[src/rtl/spi_tx_engine.sv]
// rtl/spi_tx_engine.sv - SPI master word engine fed from a first-word-fall-through FIFO
module spi_tx_engine #(
  parameter int DATA_WIDTH = 8,
  parameter int CLK_DIV    = 2
) (
  input  logic                  clk,
  input  logic                  rst,
  input  logic                  cpol,
  input  logic                  cpha,
  input  logic                  lsb_first,
  input  logic                  empty,
  input  logic [DATA_WIDTH-1:0] rd_data,
  output logic                  rd_en,
  input  logic                  miso,
  output logic                  sclk,
  output logic                  mosi,
  output logic                  cs_n,
  output logic                  busy,
  output logic [DATA_WIDTH-1:0] rx_data,
  output logic                  rx_valid,
  output logic                  done
);

  localparam int BIT_CNT_W = $clog2(DATA_WIDTH + 1);
  localparam int DIV_CNT_W = $clog2(CLK_DIV + 1);

  typedef enum logic [2:0] {IDLE, LOAD, LEAD, SHIFT, TRAIL} state_t;

  state_t                state_q, state_d;
  logic [DIV_CNT_W-1:0]  div_cnt_q, div_cnt_d;
  logic [BIT_CNT_W-1:0]  bit_cnt_q, bit_cnt_d;
  logic                  phase_q, phase_d;   // 0: next sclk edge is leading, 1: trailing
  logic                  sclk_q, sclk_d;
  logic                  mosi_q, mosi_d;
  logic                  cs_n_q, cs_n_d;
  logic                  done_q, done_d;
  logic                  rx_valid_q, rx_valid_d;
  logic [DATA_WIDTH-1:0] rx_data_q, rx_data_d;
  logic [DATA_WIDTH-1:0] tx_sh_q, tx_sh_d;
  logic [DATA_WIDTH-1:0] rx_sh_q, rx_sh_d;
  logic                  cpha_q, cpha_d;
  logic                  lsb_q, lsb_d;

  logic                  div_tick;
  logic                  tx_out_bit;
  logic [DATA_WIDTH-1:0] tx_shifted;
  logic [DATA_WIDTH-1:0] rx_shifted;

  assign div_tick   = (div_cnt_q == DIV_CNT_W'(CLK_DIV - 1));
  assign tx_out_bit = lsb_q ? tx_sh_q[0] : tx_sh_q[DATA_WIDTH-1];
  assign tx_shifted = lsb_q ? (tx_sh_q >> 1) : (tx_sh_q << 1);
  assign rx_shifted = lsb_q ? {miso, rx_sh_q[DATA_WIDTH-1:1]} : {rx_sh_q[DATA_WIDTH-2:0], miso};

  assign rd_en    = (state_q == LOAD);
  assign busy     = (state_q != IDLE);
  assign sclk     = sclk_q;
  assign mosi     = mosi_q;
  assign cs_n     = cs_n_q;
  assign done     = done_q;
  assign rx_valid = rx_valid_q;
  assign rx_data  = rx_data_q;

  // Next-state and datapath: sequencing of one word through LOAD/LEAD/SHIFT/TRAIL
  always_comb begin
    state_d    = state_q;
    div_cnt_d  = div_cnt_q;
    bit_cnt_d  = bit_cnt_q;
    phase_d    = phase_q;
    sclk_d     = sclk_q;
    mosi_d     = mosi_q;
    cs_n_d     = cs_n_q;
    done_d     = 1'b0;
    rx_valid_d = 1'b0;
    rx_data_d  = rx_data_q;
    tx_sh_d    = tx_sh_q;
    rx_sh_d    = rx_sh_q;
    cpha_d     = cpha_q;
    lsb_d      = lsb_q;

    case (state_q)
      IDLE: begin
        sclk_d    = cpol;
        cs_n_d    = 1'b1;
        div_cnt_d = '0;
        if (!empty) state_d = LOAD;
      end

      LOAD: begin
        // sclk_q itself carries the frozen idle level for the rest of the word
        sclk_d    = cpol;
        cpha_d    = cpha;
        lsb_d     = lsb_first;
        bit_cnt_d = BIT_CNT_W'(DATA_WIDTH);
        phase_d   = 1'b0;
        div_cnt_d = '0;
        rx_sh_d   = '0;
        cs_n_d    = 1'b0;
        if (!cpha) begin
          // leading-edge sampling needs the first bit on the wire before sclk moves
          mosi_d  = lsb_first ? rd_data[0] : rd_data[DATA_WIDTH-1];
          tx_sh_d = lsb_first ? (rd_data >> 1) : (rd_data << 1);
        end else begin
          tx_sh_d = rd_data;
        end
        state_d = LEAD;
      end

      LEAD: begin
        if (div_tick) begin
          div_cnt_d = '0;
          state_d   = SHIFT;
        end else begin
          div_cnt_d = div_cnt_q + DIV_CNT_W'(1);
        end
      end

      SHIFT: begin
        if (div_tick) begin
          div_cnt_d = '0;
          sclk_d    = ~sclk_q;
          phase_d   = ~phase_q;
          if (!phase_q) begin
            if (cpha_q) begin
              mosi_d  = tx_out_bit;
              tx_sh_d = tx_shifted;
            end else begin
              rx_sh_d = rx_shifted;
            end
          end else begin
            if (cpha_q) begin
              rx_sh_d = rx_shifted;
            end else if (bit_cnt_q != BIT_CNT_W'(1)) begin
              mosi_d  = tx_out_bit;
              tx_sh_d = tx_shifted;
            end
            bit_cnt_d = bit_cnt_q - BIT_CNT_W'(1);
            if (bit_cnt_q == BIT_CNT_W'(1)) state_d = TRAIL;
          end
        end else begin
          div_cnt_d = div_cnt_q + DIV_CNT_W'(1);
        end
      end

      TRAIL: begin
        if (div_tick) begin
          div_cnt_d  = '0;
          done_d     = 1'b1;
          rx_valid_d = 1'b1;
          rx_data_d  = rx_sh_q;
          if (!empty) begin
            state_d = LOAD;
          end else begin
            state_d = IDLE;
            cs_n_d  = 1'b1;
          end
        end else begin
          div_cnt_d = div_cnt_q + DIV_CNT_W'(1);
        end
      end

      default: state_d = IDLE;
    endcase
  end

  // State and datapath registers, all cleared by reset
  always_ff @(posedge clk or posedge rst) begin
    if (rst) begin
      state_q    <= IDLE;
      div_cnt_q  <= '0;
      bit_cnt_q  <= '0;
      phase_q    <= 1'b0;
      sclk_q     <= 1'b0;
      mosi_q     <= 1'b0;
      cs_n_q     <= 1'b1;
      done_q     <= 1'b0;
      rx_valid_q <= 1'b0;
      rx_data_q  <= '0;
      tx_sh_q    <= '0;
      rx_sh_q    <= '0;
      cpha_q     <= 1'b0;
      lsb_q      <= 1'b0;
    end else begin
      state_q    <= state_d;
      div_cnt_q  <= div_cnt_d;
      bit_cnt_q  <= bit_cnt_d;
      phase_q    <= phase_d;
      sclk_q     <= sclk_d;
      mosi_q     <= mosi_d;
      cs_n_q     <= cs_n_d;
      done_q     <= done_d;
      rx_valid_q <= rx_valid_d;
      rx_data_q  <= rx_data_d;
      tx_sh_q    <= tx_sh_d;
      rx_sh_q    <= rx_sh_d;
      cpha_q     <= cpha_d;
      lsb_q      <= lsb_d;
    end
  end

endmodule

[config.mk]
export PLATFORM = sky130hd
export DESIGN_NAME = spi_tx_engine
export DESIGN_NICKNAME = d
export VERILOG_FILES = /design/src/rtl/spi_tx_engine.sv
export SDC_FILE = /design/constraint.sdc
export NUM_CORES = 1
export LEC_CHECK = 0
export CAP_MARGIN = 20
export CELL_PAD_IN_SITES_DETAIL_PLACEMENT = 0
export CELL_PAD_IN_SITES_GLOBAL_PLACEMENT = 2
export CORE_ASPECT_RATIO = 0.8
export CORE_MARGIN = 1.5
export CORE_UTILIZATION = 36
export CTS_CLUSTER_SIZE = 10
export DETAILED_ROUTE_END_ITERATION = 10
export GPL_ROUTABILITY_DRIVEN = 0
export PLACE_DENSITY_LB_ADDON = 0.08
export SLEW_MARGIN = 20
export SYNTH_ARGS = -nofsm -noshare
export SYNTH_HDL_FRONTEND = slang
export SYNTH_SLANG_ARGS = --single-unit
[constraint.sdc]
create_clock -name clk -period 2 [get_ports clk]
set_clock_uncertainty 0.2 [all_clocks]
set_input_delay 0.4 -clock clk [delete_from_list [all_inputs] [get_ports clk]]
set_output_delay 0.4 -clock clk [all_outputs]
set_load 0.005 [all_outputs]
==> results of run 1 <==
-- critical path: cells and delay by family (launching register included) --
family / cells / cell delay (ns)
buffers and inverters: 2 / 0.35
flip-flops: 1 / 0.39
AND/OR/NAND/NOR: 1 / 0.31
-- through the flow --
stage	power [mW]	std cells	setup TNS (ns)	area [um^2]	util (%)
after global placement	3.31	323	-0.00102	2790	46.2
after detailed placement	3.36	323	-0.145	2790	46.2
final	4.05	332	0	2940	48.7
after CTS	4.08	331	-0.00534	2910	48.3
after global routing	4.39	332	0	2940	48.7
after floorplan	2.71	206	0	2300	-
-- area by class of cell --
class                      count  share of cell area, %
multi-input combinational    147                   41.3
sequential                    40                   34.2
timing repair buffer          50                   16.2
tap                           81                   3.45
clock buffer                   6                   2.81
clock inverter                 2                   1.32
inverter                       6                  0.767
-- cells in the final DEF, fill, tap and decap left out, types with 5 or more instances in the layout --
cell type and count:
nand2_1 5, mux2_2 13, buf_4 18, a211oi_1 7, mux2_1 7, clkdlybuf4s50_1 27, clkbuf_8 6, dfrtp_1 38
o22ai_1 6, mux2_4 8, mux2i_1 15, nor2b_1 7, inv_1 6, o21ai_0 18, nor2_1 12
-- state kept, by name (all words and copies together) (netlist names) --
| name | flops |
|---|---|
| bit_cnt_q | 4 |
| cpha_q | 1 |
| cs_n | 1 |
| div_cnt_q | 2 |
| lsb_q | 1 |
| mosi | 1 |
| phase_q | 1 |
| rx_data | 8 |
| rx_sh_q | 8 |
| rx_valid | 1 |
| sclk | 1 |
| state_q | 3 |
| tx_sh_q | 8 |
-- report_power, final --
group / switching, mW / leakage (nW) / internal, mW
clock network: 0.290 / 0.0614 / 0.408
registers: 0.231 / 0.507 / 1.10
logic: 0.959 / 0.721 / 1.06
-- timing repair --
| action | CTS | global route |
|---|---|---|
| buffers inserted | 0 | 1 |
| resized for setup | 4 | 4 |
| endpoints found under the setup margin | 2 | 10 |
| endpoints found under the hold margin | 0 | 0 |
| pin swaps | 0 | 0 |
-- kinds of logic after synthesis --
group,count (synthesis)
compound gates,49
xor+xnor,3
fa+ha+maj,2
buf+inv,19
flops,40
mux,43
simple gates,50
-- worst paths after layout --
kind	startpoint	endpoint	slack (ns)	cells past startpoint
setup reg to reg	phase_q	rx_sh_q[2]	0.13	4
setup / recovery	state_q[1]	busy	0.07	3
min in group clk	cs_n	cs_n	0.30	2
hold reg to reg	cs_n	cs_n	0.30	2
max in group asynchronous	rst	cs_n	1.07	3
hold / removal	rst	rx_data[0]	0.25	3
-- layer usage --
metal	vias up	wire, um
li1	831	-
met1	832	2390
met2	36	2320
met3	6	213
met4	0	41
met5	-	0
==> flow_summary.toml, run 1 <==
[synth]
synth_adder_area_share_pct = 1.09
yosys_warnings = 0
synth_nets = 223
yosys.area_share.simple_pct = 13.8
syn_avg_cell_area_um2 = 11.2
ys_seq_elements = 40
ys_seq_area_share_pct = 43.5
synth.top_cell.area_share_pct = 42.4
postSynthCellCount = 206
synthMuxAreaShare_pct = 21.5
synth_compound_area_share_pct = 14.6
synth_top_area_cell = "dfrtp_1"
synth_xor_area_share_pct = 1.14
yosys-top-cells-area = "dfrtp_1 42%, mux2i_1 6.5%, mux2_2 6.4%, mux2_4 5.2%, o21ai_0 3.9%"
synth.cells.most_frequent = "39 x dfrtp_1, 18 x o21ai_0, 15 x mux2i_1"
yosysMostFrequentCell = "dfrtp_1"
ys_types = 53
synth_top_family_by_area = "multiplexers"
netlist_area_um2 = 2300
synthArstFlopShare_pct = 100
synth_edf_count = 0
ys.flop_type = "dfrtp_1"

[cells_and_area]
antenna_cells = 0
layout.area.seq_um2 = 1000
drive_above_1_share_pct = 25.5
n_fill_cell = 556
nets = 267
area_growth_pct = 27.6
multi_input_area_um2 = 1210

[clocking]
ctsHoldBuffers = 0
insertion_delay_ns = 0.29
htreeDepth = 2
clockBufferDepth = 2
cts_sinks = 40
cts_tree = "done"
cts_buffers = 5
clkSlewWorstSetupHoldPaths_ns = 0.08
cts_root_buffer = "clkbuf_8"

[sta]
slew_viol_final = 0
setup_viol = 0
fmax_mhz = 518
finalHoldViolCount = 0
fin_crit_sh_pct = 96.4
slew_headroom_pct = 72.4
rsz0062_at_grt = "no"
worstMarginPinSlew_ns = 0.413
layout_min_cycle_time_ns = 1.93
setup_ws_ns = 0.0712
holdWs_ns = 0.252

[die]
fp.dieH_um = 74.5
core_um2 = 6040
io_pins = 30
num_rows = 25
die_area_um2 = 6890
initial_utilization_pct = 38.1
die-width_um = 92.4

[grt]
grt.busiest_layer = "met2"
use_met1_pct = 21.5
use_met3_pct = 3.48
grt_max_degree = 41
antenna_found_initial = 0
grtUsageMet2_pct = 27.5
overflow = 0
grt_pass1_vias = 1857
grt_usage_pct = 16.4
grt_pass1_wl_mm = 8.76

[drt]
via_per_inst = 5.14
wl_per_cell_um = 15.0
vias = 1705
wl_mm = 4.97
antenna_left = 0
firstDrtPassIters = 4
drc = 0
drt_iter0_markers = 33

[setup_path]
required_ns = 1.40
worst_setup_path_start_kind = "flip-flop"
path_cells = "buf_6 > or3_1 > clkdlybuf4s15_1"
path_max_fanout = 9
critPathKind = "reg -> out"
cp.arrival_ns = 1.33
cp-end-kind = "output port"
cp_slowest_cell = "dfrtp_1"
max_stage_delay_ns = 0.39

[power_and_ir_drop]
ir_drop_v = 0.000548
power_density_nw_per_um2 = 1380
p_leak_nw = 1.29

[worst_hold_path]
hp-class = "in -> async"

[placed_design]
numPortBuffers = 29
dp_hpwl_mm = 3.52
place_ws_ns = -0.0652

[status]
status = "finished clean"

[flow_run]
drv_cap = 0
Note: power is estimated with default switching activity, not from simulation.
==> run 2, diff against run 1 <==
clock period = 2.23 ns   (was 2 ns; I/O delays follow)
==> run 2 against run 1 <==
Net effect:
- combinational power is 14% lower
- sequential power fell by 9%
- clock power down 25%
- total power fell by 14%
==> flow_summary.toml, run 2 (synthesis results as in run 1) <==
[setup_path]
critPathLaunch = "state_q[2]"
r2r_slack_ns = 0.21
crit_end = "rd_en"
path_max_fanout = 4
r2r-start = "state_q[0]"
worst_setup_path_start_kind = "flip-flop"
cp_slowest_cell = "clkdlybuf4s50_1"
cp-end-kind = "output port"
rr_worst_depth = 7
cp.arrival_ns = 1.49
path_cells = "nor3b_4 > clkdlybuf4s50_1"
required_ns = 1.58
r2r-end = "mosi"
max_stage_delay_ns = 0.53
critPathKind = "reg -> out"

[die]
fp.dieH_um = 74.5
die_area_um2 = 6890
core_um2 = 6040
num_rows = 25
initial_utilization_pct = 38.1
io_pins = 30
die-width_um = 92.4

[drt]
drc = 0
via_per_inst = 5.13
firstDrtPassIters = 4
drt_iter0_markers = 45
wl_mm = 4.95
wl_per_cell_um = 15.1
vias = 1681
antenna_left = 0

[grt]
antenna_found_initial = 0
grt_pass1_wl_mm = 8.44
grt_usage_pct = 15.7
overflow = 0
grt_pass1_vias = 1702
grt_max_degree = 41

[cells_and_area]
antenna_cells = 0
stdcell_area_um2 = 2870
drive_above_1_share_pct = 25.1
area_growth_pct = 24.7
layout_commonest_cell = "dfrtp_1"
nets = 263
final_cell_mix = "36 x dfrtp_1, 28 x clkdlybuf4s50_1, 18 x o21ai_0"

[sta]
rsz0062_at_grt = "no"
slew_viol_final = 0
layout_min_cycle_time_ns = 2.14
finalHoldViolCount = 0
slew_headroom_pct = 72.4
tns_ns = 0
worstMarginPinSlew_ns = 0.412
setup_viol = 0
fin_crit_sh_pct = 95.9
fmax_mhz = 468

[clocking]
cts_tree = "done"
clkSlewWorstSetupHoldPaths_ns = 0.09
insertion_delay_ns = 0.29
cts_root_buffer = "clkbuf_8"
cts_buffers = 5
ctsHoldBuffers = 0
htreeDepth = 2
cts_sinks = 40
clockBufferDepth = 2

[power_and_ir_drop]
ir_drop_v = 0.000469
power_density_nw_per_um2 = 1210
p_leak_nw = 1.26
finalPower_mw = 3.47

[status]
status = "finished clean"

[worst_hold_path]
hp-class = "in -> async"

[placed_design]
dp_hpwl_mm = 3.34
numPortBuffers = 29
dpl_cell_area_um2 = 2730

[flow_run]
drv_cap = 0
## run 2: cell count changes in the layout (fill, tap and decap cells not counted), sizes merged
cell / delta
clkdlybuf4s50: +1
clkdlybuf4s15: -2
buf: -4
dlymetal6s2s: +1
inv: +1
bufinv: -1
## run 2: power by group
| part | switching [mW] | internal [mW] | leakage (nW) | total (mW) |
|---|---|---|---|---|
| clock | 0.268 | 0.253 | 0.0516 | 0.521 |
| sequential | 0.223 | 0.994 | 0.505 | 1.22 |
| combinational | 0.823 | 0.915 | 0.699 | 1.74 |
| total | 1.31 | 2.16 | 1.26 | 3.47 |
## run 2: timing repair
action / CTS / global route
endpoints found under the setup margin: 2 / 1
buffers inserted: 5 / 0
gates resized for setup: 3 / 1
## run 2: per-stage QoR
stage / cells / hold slack (ns) / util, % / setup slack (ns)
floorplan: 206 / 0.282 / - / 0.481
global placement: 315 / 0.283 / 45.2 / 0.159
detailed placement: 315 / 0.286 / 45.2 / 0.121
CTS: 328 / 0.299 / 47.5 / 0.0132
global route: 328 / 0.323 / 47.5 / 0.0233
finish: 328 / 0.295 / 47.5 / 0.0918
## run 2: worst max-delay path, delay by kind of cell (launching register included)
family                 cells  cell delay [ns]
DFF                        1             0.46
buffers and inverters      1             0.53
and+or+nand+nor            1             0.21
## run 2: per-layer routing
metal	routed length (um)	GRT usage (%)
met4	22	3.76
met5	0	0
met3	203	3.58
met2	2210	25.4
met1	2510	21.7
## run 2: how the worst min path moves through the flow
stage	start	end	slack, ns	cells after the start
floorplan	cs_n	cs_n	0.28	2
global placement	cs_n	cs_n	0.28	2
detailed placement	cs_n	cs_n	0.29	2
CTS	rst	cpha_q	0.30	3
global route	cs_n	cs_n	0.32	2
finish	rst	bit_cnt_q[3]	0.30	3
## run 2: cell type report
cell class	instances	area, um^2
Clock buffer	6	82.6
Clock inverter	2	13.8
Fill cell	555	3170
Inverter	6	22.5
Multi-Input combinational cell	147	1200
Sequential cell	40	1010
Tap cell	81	101
Timing Repair Buffer	46	445
==> run 3, diff against run 2 <==
CORE_MARGIN = default   (was 1.5)
DONT_BUFFER_PORTS = 1   (was default)
==> run 3 against run 2 <==
Net effect:
- combinational power shrank 18%
- worst setup slack gained 0.050 ns
- largest cell class unchanged
- register-to-register slack worse by 0.04 ns
- clock power down 6.1%
- maximum frequency grew 2.4%
- largest power group unchanged
- critical path depth is the same
- flip-flop and latch count stayed put
- via count is 7.2% lower
- count of clock-buffer cells in the layout up 1
==> flow_summary.toml, run 3 (synthesis results as in run 1) <==
[setup_path]
cp-end-kind = "output port"
rr_worst_depth = 3
cp.arrival_ns = 1.44
worst_setup_path_start_kind = "flip-flop"
critPathKind = "reg -> out"
path_max_fanout = 13
required_ns = 1.58

[power_and_ir_drop]
power_density_nw_per_um2 = 1280
p_leak_nw = 1.08
ir_drop_v = 0.000394

[die]
io_pins = 30
fp.dieH_um = 73.5
die-width_um = 91.4
core_um2 = 6040
die_area_um2 = 6720
num_rows = 25
initial_utilization_pct = 38.1

[drt]
antenna_left = 0
top_layer_used = "met4"
via_per_inst = 5.38
drt_iter0_markers = 49
wl_mm = 4.65
wl_met2_mm = 2.10
firstDrtPassIters = 4
vias = 1560
dr_wl_met3_um = 270
drt-met1-wl_mm = 2.26
wl_per_cell_um = 16.0
drc = 0

[sta]
finalHoldViolCount = 0
worstMarginPinSlew_ns = 0.535
setup_viol = 0
fin_crit_sh_pct = 93.7
tns_ns = 0
setup_ws_ns = 0.141
holdWs_ns = 0.0992
fmax_mhz = 479
slew_headroom_pct = 64.4
layout_min_cycle_time_ns = 2.09
rsz0062_at_grt = "no"
slew_viol_final = 0

[cells_and_area]
final_cell_mix = "39 x dfrtp_1, 18 x o21ai_0, 15 x mux2i_1"
stdcell_area_um2 = 2480
area_growth_pct = 7.77
nets = 225
drive_above_1_share_pct = 23.0
antenna_cells = 0
layout_commonest_cell = "dfrtp_1"
finalNonFillerCells = 290

[clocking]
cts_sinks = 40
cts_buffers = 5
cts_root_buffer = "clkbuf_8"
insertion_delay_ns = 0.28
cts_tree = "done"
htreeDepth = 2
post_cts_buffers = 0
cts_resized = 0
clockBufferDepth = 2
clkSlewWorstSetupHoldPaths_ns = 0.08

[status]
status = "finished clean"

[worst_hold_path]
worstHoldPathCells = 2
hp-class = "in -> reg"

[grt]
grt_usage_pct = 14.8
grt_pass1_wl_mm = 7.73
grt_pass1_vias = 1549
antenna_found_initial = 0
grt_max_degree = 41
overflow = 0

[placed_design]
dpl.cell_count = 281
dp_hpwl_mm = 3.26
dpl_cell_area_um2 = 2380
place_ws_ns = 0.175
numPortBuffers = 0

[flow_run]
drv_cap = 0
-- run 3: cell types whose count changed in the layout (fill, tap and decap cells not counted), moves of 2 or more --
| cell | before | now |
|---|---|---|
| dfrtp_2 | 3 | 0 |
| buf_12 | 2 | 0 |
| clkdlybuf4s50_1 | 28 | 0 |
| buf_4 | 15 | 7 |
| dfrtp_1 | 36 | 39 |
-- run 3: worst paths after layout --
kind,from,to,slack (ns)
setup / recovery,state_q[1],busy,0.14
hold / removal,cpha,cpha_q,0.1
setup reg to reg,state_q[0],rx_sh_q[3],0.17
hold reg to reg,cs_n,cs_n,0.31
max in group asynchronous,rst,cs_n,0.94
min in group asynchronous,rst,rx_data[1],0.52
-- run 3: critical path, cell delays in order (launching register included) --
cell,delay (ns)
dfrtp_1,0.55
buf_4,0.27
or3_1,0.34
-- run 3: report_power, final --
group | switching, mW | total [mW] | internal (mW)
sequential | 0.278 | 1.27 | 0.990
combinational | 0.722 | 1.43 | 0.705
clock | 0.237 | 0.489 | 0.251
total | 1.24 | 3.18 | 1.95
-- run 3: per-layer routing --
metal  track usage, %  vias up
li1                 -      749
met1             19.3      773
met2             24.4       36
met3             4.35        2
met4             3.70        0
met5                0        -
-- run 3: through the flow --
stage	utilization [%]	power, mW
2_1_floorplan	-	2.43
3_3_place_gp	39.4	2.68
3_5_place_dp	39.4	2.72
4_1_cts	41.1	3.23
5_1_grt	41.1	3.43
6_report	41.1	3.18
-- run 3: what timing repair did --
| action | 4_1_cts | 5_1_grt |
|---|---|---|
| hold buffers | 1 | 0 |
| endpoints found under the hold margin | 32 | 0 |
| endpoints found under the setup margin | 0 | 0 |
-- run 3: area by class of cell --
type	count	area, um^2
inverters	6	22.5
repair buffers	8	62.6
clock inverters	1	7.51
fillers	582	3560
flip-flops and latches	40	1000
well taps	81	101
clock buffers	7	86.3
multi-input cells	147	1200
